File: src/rtl/line_fetch_scheduler.sv
// Frame sequencer for the 3x3 line buffer: fetches rows, strobes shifts, launches the kernel per row.
// Optional fetch watchdog enabled by defining LFS_WATCHDOG_EN (adds parameter WD_CYCLES and a sticky wd_err).
module line_fetch_scheduler #(
  parameter int ROWS  = 720,
  parameter int ROW_W = 10
`ifdef LFS_WATCHDOG_EN
  , parameter int WD_CYCLES = 1023
`endif
) (
  input  logic             clk,
  input  logic             rst,
  input  logic             frame_start,
  output logic             busy,
  output logic             frame_done,
  output logic             mem_req,
  output logic [ROW_W-1:0] mem_addr,
  input  logic             mem_ack,
  output logic             lb_shift,
  output logic             lb_zero,
  output logic [ROW_W-1:0] calc_row,
  output logic             row_start,
  input  logic             row_done,
  output logic             wd_err
);

  typedef enum logic [2:0] {IDLE, ZTOP, FETCH, SHIFT, ZBOT, RUN, DONE} state_t;

  localparam logic [ROW_W-1:0] ROWS_W   = ROW_W'(ROWS);
  localparam logic [ROW_W-1:0] LAST_ROW = ROW_W'(ROWS - 1);

  state_t           state_reg, state_next;
  logic [ROW_W-1:0] f_reg, f_next;
  logic [ROW_W-1:0] calc_row_reg, calc_row_next;
  logic [ROW_W-1:0] mem_addr_reg;
  logic             busy_reg, frame_done_reg, mem_req_reg;
  logic             lb_shift_reg, lb_zero_reg, row_start_reg;
  logic             wd_trip;

`ifdef LFS_WATCHDOG_EN
  localparam int WD_W = $clog2(WD_CYCLES + 1);

  logic [WD_W-1:0] wd_cnt_reg;
  logic            wd_err_reg;

  // Counter holds the number of FETCH cycles already spent without an ack.
  assign wd_trip = (state_reg == FETCH) && !mem_ack &&
                   (wd_cnt_reg == WD_W'(WD_CYCLES - 1));

  always_ff @(posedge clk) begin
    if (rst) begin
      wd_cnt_reg <= '0;
      wd_err_reg <= 1'b0;
    end else begin
      if (state_reg == FETCH && state_next == FETCH)
        wd_cnt_reg <= wd_cnt_reg + 1'b1;
      else
        wd_cnt_reg <= '0;
      if (wd_trip)
        wd_err_reg <= 1'b1;
    end
  end

  assign wd_err = wd_err_reg;
`else
  assign wd_trip = 1'b0;
  assign wd_err  = 1'b0;
`endif

  always_comb begin
    state_next    = state_reg;
    f_next        = f_reg;
    calc_row_next = calc_row_reg;
    case (state_reg)
      IDLE: begin
        if (frame_start) begin
          state_next    = ZTOP;
          f_next        = '0;
          calc_row_next = '0;
        end
      end
      ZTOP:  state_next = FETCH;
      FETCH: begin
        if (wd_trip)
          state_next = IDLE;
        else if (mem_ack)
          state_next = SHIFT;
      end
      SHIFT: begin
        if (f_reg != ROWS_W)
          f_next = f_reg + 1'b1;
        // The first fetched row only primes the window; a second fetch follows.
        state_next = (f_reg == '0) ? FETCH : RUN;
      end
      ZBOT:  state_next = RUN;
      RUN: begin
        // row_done in the entry cycle belongs to the previous row and is ignored.
        if (row_done && !row_start_reg) begin
          if (calc_row_reg == LAST_ROW) begin
            state_next = DONE;
          end else begin
            calc_row_next = calc_row_reg + 1'b1;
            state_next    = (f_reg < ROWS_W) ? FETCH : ZBOT;
          end
        end
      end
      DONE:    state_next = IDLE;
      default: state_next = IDLE;
    endcase
  end

  // Outputs are registered decodes of the next state so they line up with the state they describe.
  always_ff @(posedge clk) begin
    if (rst) begin
      state_reg      <= IDLE;
      f_reg          <= '0;
      calc_row_reg   <= '0;
      mem_addr_reg   <= '0;
      busy_reg       <= 1'b0;
      frame_done_reg <= 1'b0;
      mem_req_reg    <= 1'b0;
      lb_shift_reg   <= 1'b0;
      lb_zero_reg    <= 1'b0;
      row_start_reg  <= 1'b0;
    end else begin
      state_reg      <= state_next;
      f_reg          <= f_next;
      calc_row_reg   <= calc_row_next;
      busy_reg       <= (state_next != IDLE) && (state_next != DONE);
      frame_done_reg <= (state_next == DONE);
      mem_req_reg    <= (state_next == FETCH);
      if (state_next == FETCH)
        mem_addr_reg <= f_next;
      lb_shift_reg   <= (state_next inside {ZTOP, SHIFT, ZBOT});
      lb_zero_reg    <= (state_next == ZTOP) || (state_next == ZBOT);
      row_start_reg  <= (state_next == RUN) && (state_reg != RUN);
    end
  end

  assign busy       = busy_reg;
  assign frame_done = frame_done_reg;
  assign mem_req    = mem_req_reg;
  assign mem_addr   = mem_addr_reg;
  assign lb_shift   = lb_shift_reg;
  assign lb_zero    = lb_zero_reg;
  assign calc_row   = calc_row_reg;
  assign row_start  = row_start_reg;

endmodule

File: config.mk
export PLATFORM = sky130hd
export DESIGN_NAME = line_fetch_scheduler
export DESIGN_NICKNAME = d
export VERILOG_FILES = /design/src/rtl/line_fetch_scheduler.sv
export SDC_FILE = /design/constraint.sdc
export NUM_CORES = 1
export LEC_CHECK = 0
export ABC_AREA = 1
export CORE_MARGIN = 4
export CORE_UTILIZATION = 48
export DETAILED_ROUTE_END_ITERATION = 12
export GPL_ROUTABILITY_DRIVEN = 0
export MAX_ROUTING_LAYER = met4
export PLACE_DENSITY_LB_ADDON = 0.05
export SLEW_MARGIN = 20
export SYNTH_ARGS = -nofsm -noshare
export SYNTH_HDL_FRONTEND = slang
export SYNTH_SLANG_ARGS = --single-unit
File: constraint.sdc
create_clock -name clk -period 1.8 [get_ports clk]
set_clock_uncertainty 0.1 [all_clocks]
set_input_delay 0.36 -clock clk [delete_from_list [all_inputs] [get_ports clk]]
set_output_delay 0.36 -clock clk [all_outputs]
set_load 0.02 [all_outputs]
==> impl_metrics.ini <==
[finish]
area_delta_synth_final_pct = 44.2
final-seq-area_um2 = 798
utilization = 0.734
multiInputGateArea_um2 = 1190
drive_gt1_frac = 0.268
filler_cell_count = 342
diodes_inserted = 0
final_cells = 442
nets = 399

[timing]
grt_setup_unrepaired = true
maxSlewViolCount = 0
setup_violations = 0
final.setup.worst_slack_ns = 0.0230
fin_tns_setup_ns = 0
hold-worst-slack_ns = 0.415
timing.final.crit_share = 0.987
hold_viol_final = 0
fmax_mhz = 563
layout_min_cycle_time_ns = 1.78

[worst_setup_path]
cp_num_cells = 13
cp_slowest_cell = dfxtp_2
cpPeakStageDelay_ns = 0.35
critical-path-top-cell-by-count = nand2_1
path_cells = nor2_1 > nand2_1 > nor2_2 > inv_2 > nand2_1 > inv_2 > nand2_2 > nor2_4 > buf_6 > nand3_4 > nand2_1 > nand2_1 > nor2_1
cp_data_arrival_time_ns = 1.92
timing_worst_setup_path_type = reg -> reg
critPathRequiredTime_ns = 1.94
r2r_cells = 13
path_delay_family = simple AND/OR/NAND/NOR gates
cp_num_buf_inv = 3
cp-start-kind = flip-flop
crit_path_end_kind = flip-flop
timing.critical_path.fanout_max = 6

[pwr]
cellPowerDensity_nw_per_um2 = 770
combPwrFrac = 0.259
p_sw_w = 0.000687
p_int_w = 0.00162
vdd_ir_drop_max_uv = 582
power.switching_fraction = 0.297
power_leakage_nw = 1.41
power_frac_seq = 0.405
clock_power_share = 0.336

[clock_network]
cts_tree = done
cts_hold_buffers = 0
clk_latency_ns = 0.30
numCtsBuffers = 5
cts.root.buffer_cell = clkbuf_8
clock_sinks = 39
max-clock-path-buffers = 2
cts.htree.levels = 2
worst_setup_hold_path_clk_slew_ns = 0.08

[floorplan]
die_h_um = 73.8
design.core.area_um2 = 4090
design.die.area_um2 = 5450
die_width_um = 73.8
initial_utilization = 0.509
rows = 23
pin_count = 32

[run_status]
outcome = finished, final reports clean

[place]
place_ws_ns = -0.306
hpwlAfterDp_um = 3720
placement.io_buffers = 30
dp_cells = 424

[yosys]
syn-num-nets = 326
ys_types = 33
synth_sequential_area_ratio = 0.375
number_of_register_bits_inferred_by_synthesis = 39
postSynthAreaPerCell_um2 = 6.54
syn-cell-area_um2 = 2080
postSynthCellCount = 318
yosys_warnings = 0

[drt]
post_drt_wl_per_cell_um = 12.7
firstDrtPassIters = 4
detail_route.wirelength_um = 5590
dr.first_iter.drc_count = 121
dr_total_vias = 2235
postRouteAntennaNets = 0
number_of_remaining_drc_errors = 0
vias_per_cell = 5.06

[grt]
globalRouteTotalUtil = 0.203
initial_antenna_violation_count = 0
globalRoute.totalOverflow = 0
first_pass_grt_wire_length_um = 8310
first_global_vias = 1972
maximum_number_of_pins_on_one_net_before_global_route_repair = 20

[min_path]
min_path_cells = 4
hold_path.class = reg -> reg

[job]
number_of_max_cap_violations = 0
[area by class of cell]
type | count | area share
multi-input combinational | 221 | 0.397
sequential | 39 | 0.266
timing repair buffer | 70 | 0.210
inverter | 54 | 0.0676
clock buffer | 6 | 0.0275
tap | 50 | 0.0209
clock inverter | 2 | 0.0117
[cell usage in the layout, fill, tap and decap left out, types with 4 or more instances in the layout]
master and instances:
nand2_2 6, buf_4 34, nand3_4 4, nand4_1 9, buf_6 5, nor2_4 4
a21oi_1 16, inv_1 45, nand3_1 16, nor2_1 40, nor2_2 10, nand2_1 73
dfxtp_2 11, inv_2 8, dfxtp_1 27, o21ai_0 8, clkbuf_8 6, o21ai_1 7
clkdlybuf4s50_1 19, dlygate4sd2_1 8
[layer usage]
| layer | global-route usage | vias up | share of wire |
|---|---|---|---|
| met3 | 0.0547 | 13 | 0.037 |
| met5 | - | - | 0 |
| met4 | 0.0785 | 0 | 0.026 |
| met2 | 0.336 | 55 | 0.50 |
| li1 | - | 1142 | - |
| met1 | 0.233 | 1025 | 0.44 |
[cell families (layout without fill, tap and decap cells)]
logic type               after synthesis  in the layout  share of synthesized area
AO/OA/AOI/OAI                         37             37                     0.0986
XOR/XNOR                               3              3                     0.0126
adder cells (fa/ha/maj)                3              3                     0.0180
buffers and inverters                 61            132                      0.120
flip-flops                            39             39                      0.375
other                                  1              1                    0.00180
AND/OR/NAND/NOR                      174            177                      0.373
[path summary, 6_finish.rpt]
kind / startpoint / to / slack [ns]
setup / recovery: state_reg[1] / mem_addr[2] / 0.02
hold reg to reg: mem_addr[6] / mem_addr[6] / 0.41
setup reg to reg: state_reg[1] / mem_addr[2] / 0.02
hold / removal: mem_addr[6] / mem_addr[6] / 0.41
[what timing repair did]
item | in CTS | in global routing
cloned | 0 | 3
setup buffers | 0 | 7
pin swaps | 2 | 18
resized for setup | 10 | 55
setup endpoints to repair | 13 | 29
[synthesized netlist by cell type]
cell type,instances,share of area
or2_2,1,0.0030
nand2_1,78,0.14
nor3b_1,1,0.0036
nor3_1,4,0.0096
nor2_4,2,0.011
o21ai_1,1,0.0024
o21ai_0,15,0.036
clkbuf_1,2,0.0036
nand3b_1,2,0.0072
clkinv_1,1,0.0018
nand2_2,3,0.0090
nor2_2,5,0.015
xnor2_1,1,0.0042
inv_1,48,0.087
nand4_1,9,0.027
dfxtp_1,39,0.38
buf_4,1,0.0036
a21oi_1,16,0.038
and2_1,2,0.0060
o21ai_2,1,0.0042
nand3_4,1,0.0084
a21oi_4,1,0.0078
nor2_1,47,0.085
ha_1,3,0.018
buf_6,2,0.011
nand3_2,1,0.0048
inv_2,5,0.0090
conb_1,1,0.0018
o22ai_1,2,0.0060
buf_2,2,0.0048
nand3_1,18,0.043
xor2_1,2,0.0084
a21boi_0,1,0.0036
[power groups by stage]
stage / Sequential (W) / Clock, W / Combinational [W]
floorplan: 0.00101 / 0 / 0.000227
CTS: 0.000936 / 0.000784 / 0.000498
detailed placement: 0.000956 / 0 / 0.000493
global route: 0.000942 / 0.000822 / 0.000650
global placement: 0.000955 / 0 / 0.000485
finish: 0.000936 / 0.000776 / 0.000599
[stage by stage]
stage	total power, W	instance area, um^2
after floorplan	0.00124	2080
after global placement	0.00144	2650
after detailed placement	0.00145	2650
after CTS	0.00222	2760
after global routing	0.00241	3000
final	0.00231	3000
[worst min-delay path, stage by stage (launching register included)]
cell	delay [ns]
dfxtp_1	0.31
inv_1	0.04
nand2_1	0.04
inv_1	0.04
nor2_1	0.04
Power figures use the tool's default switching activity.
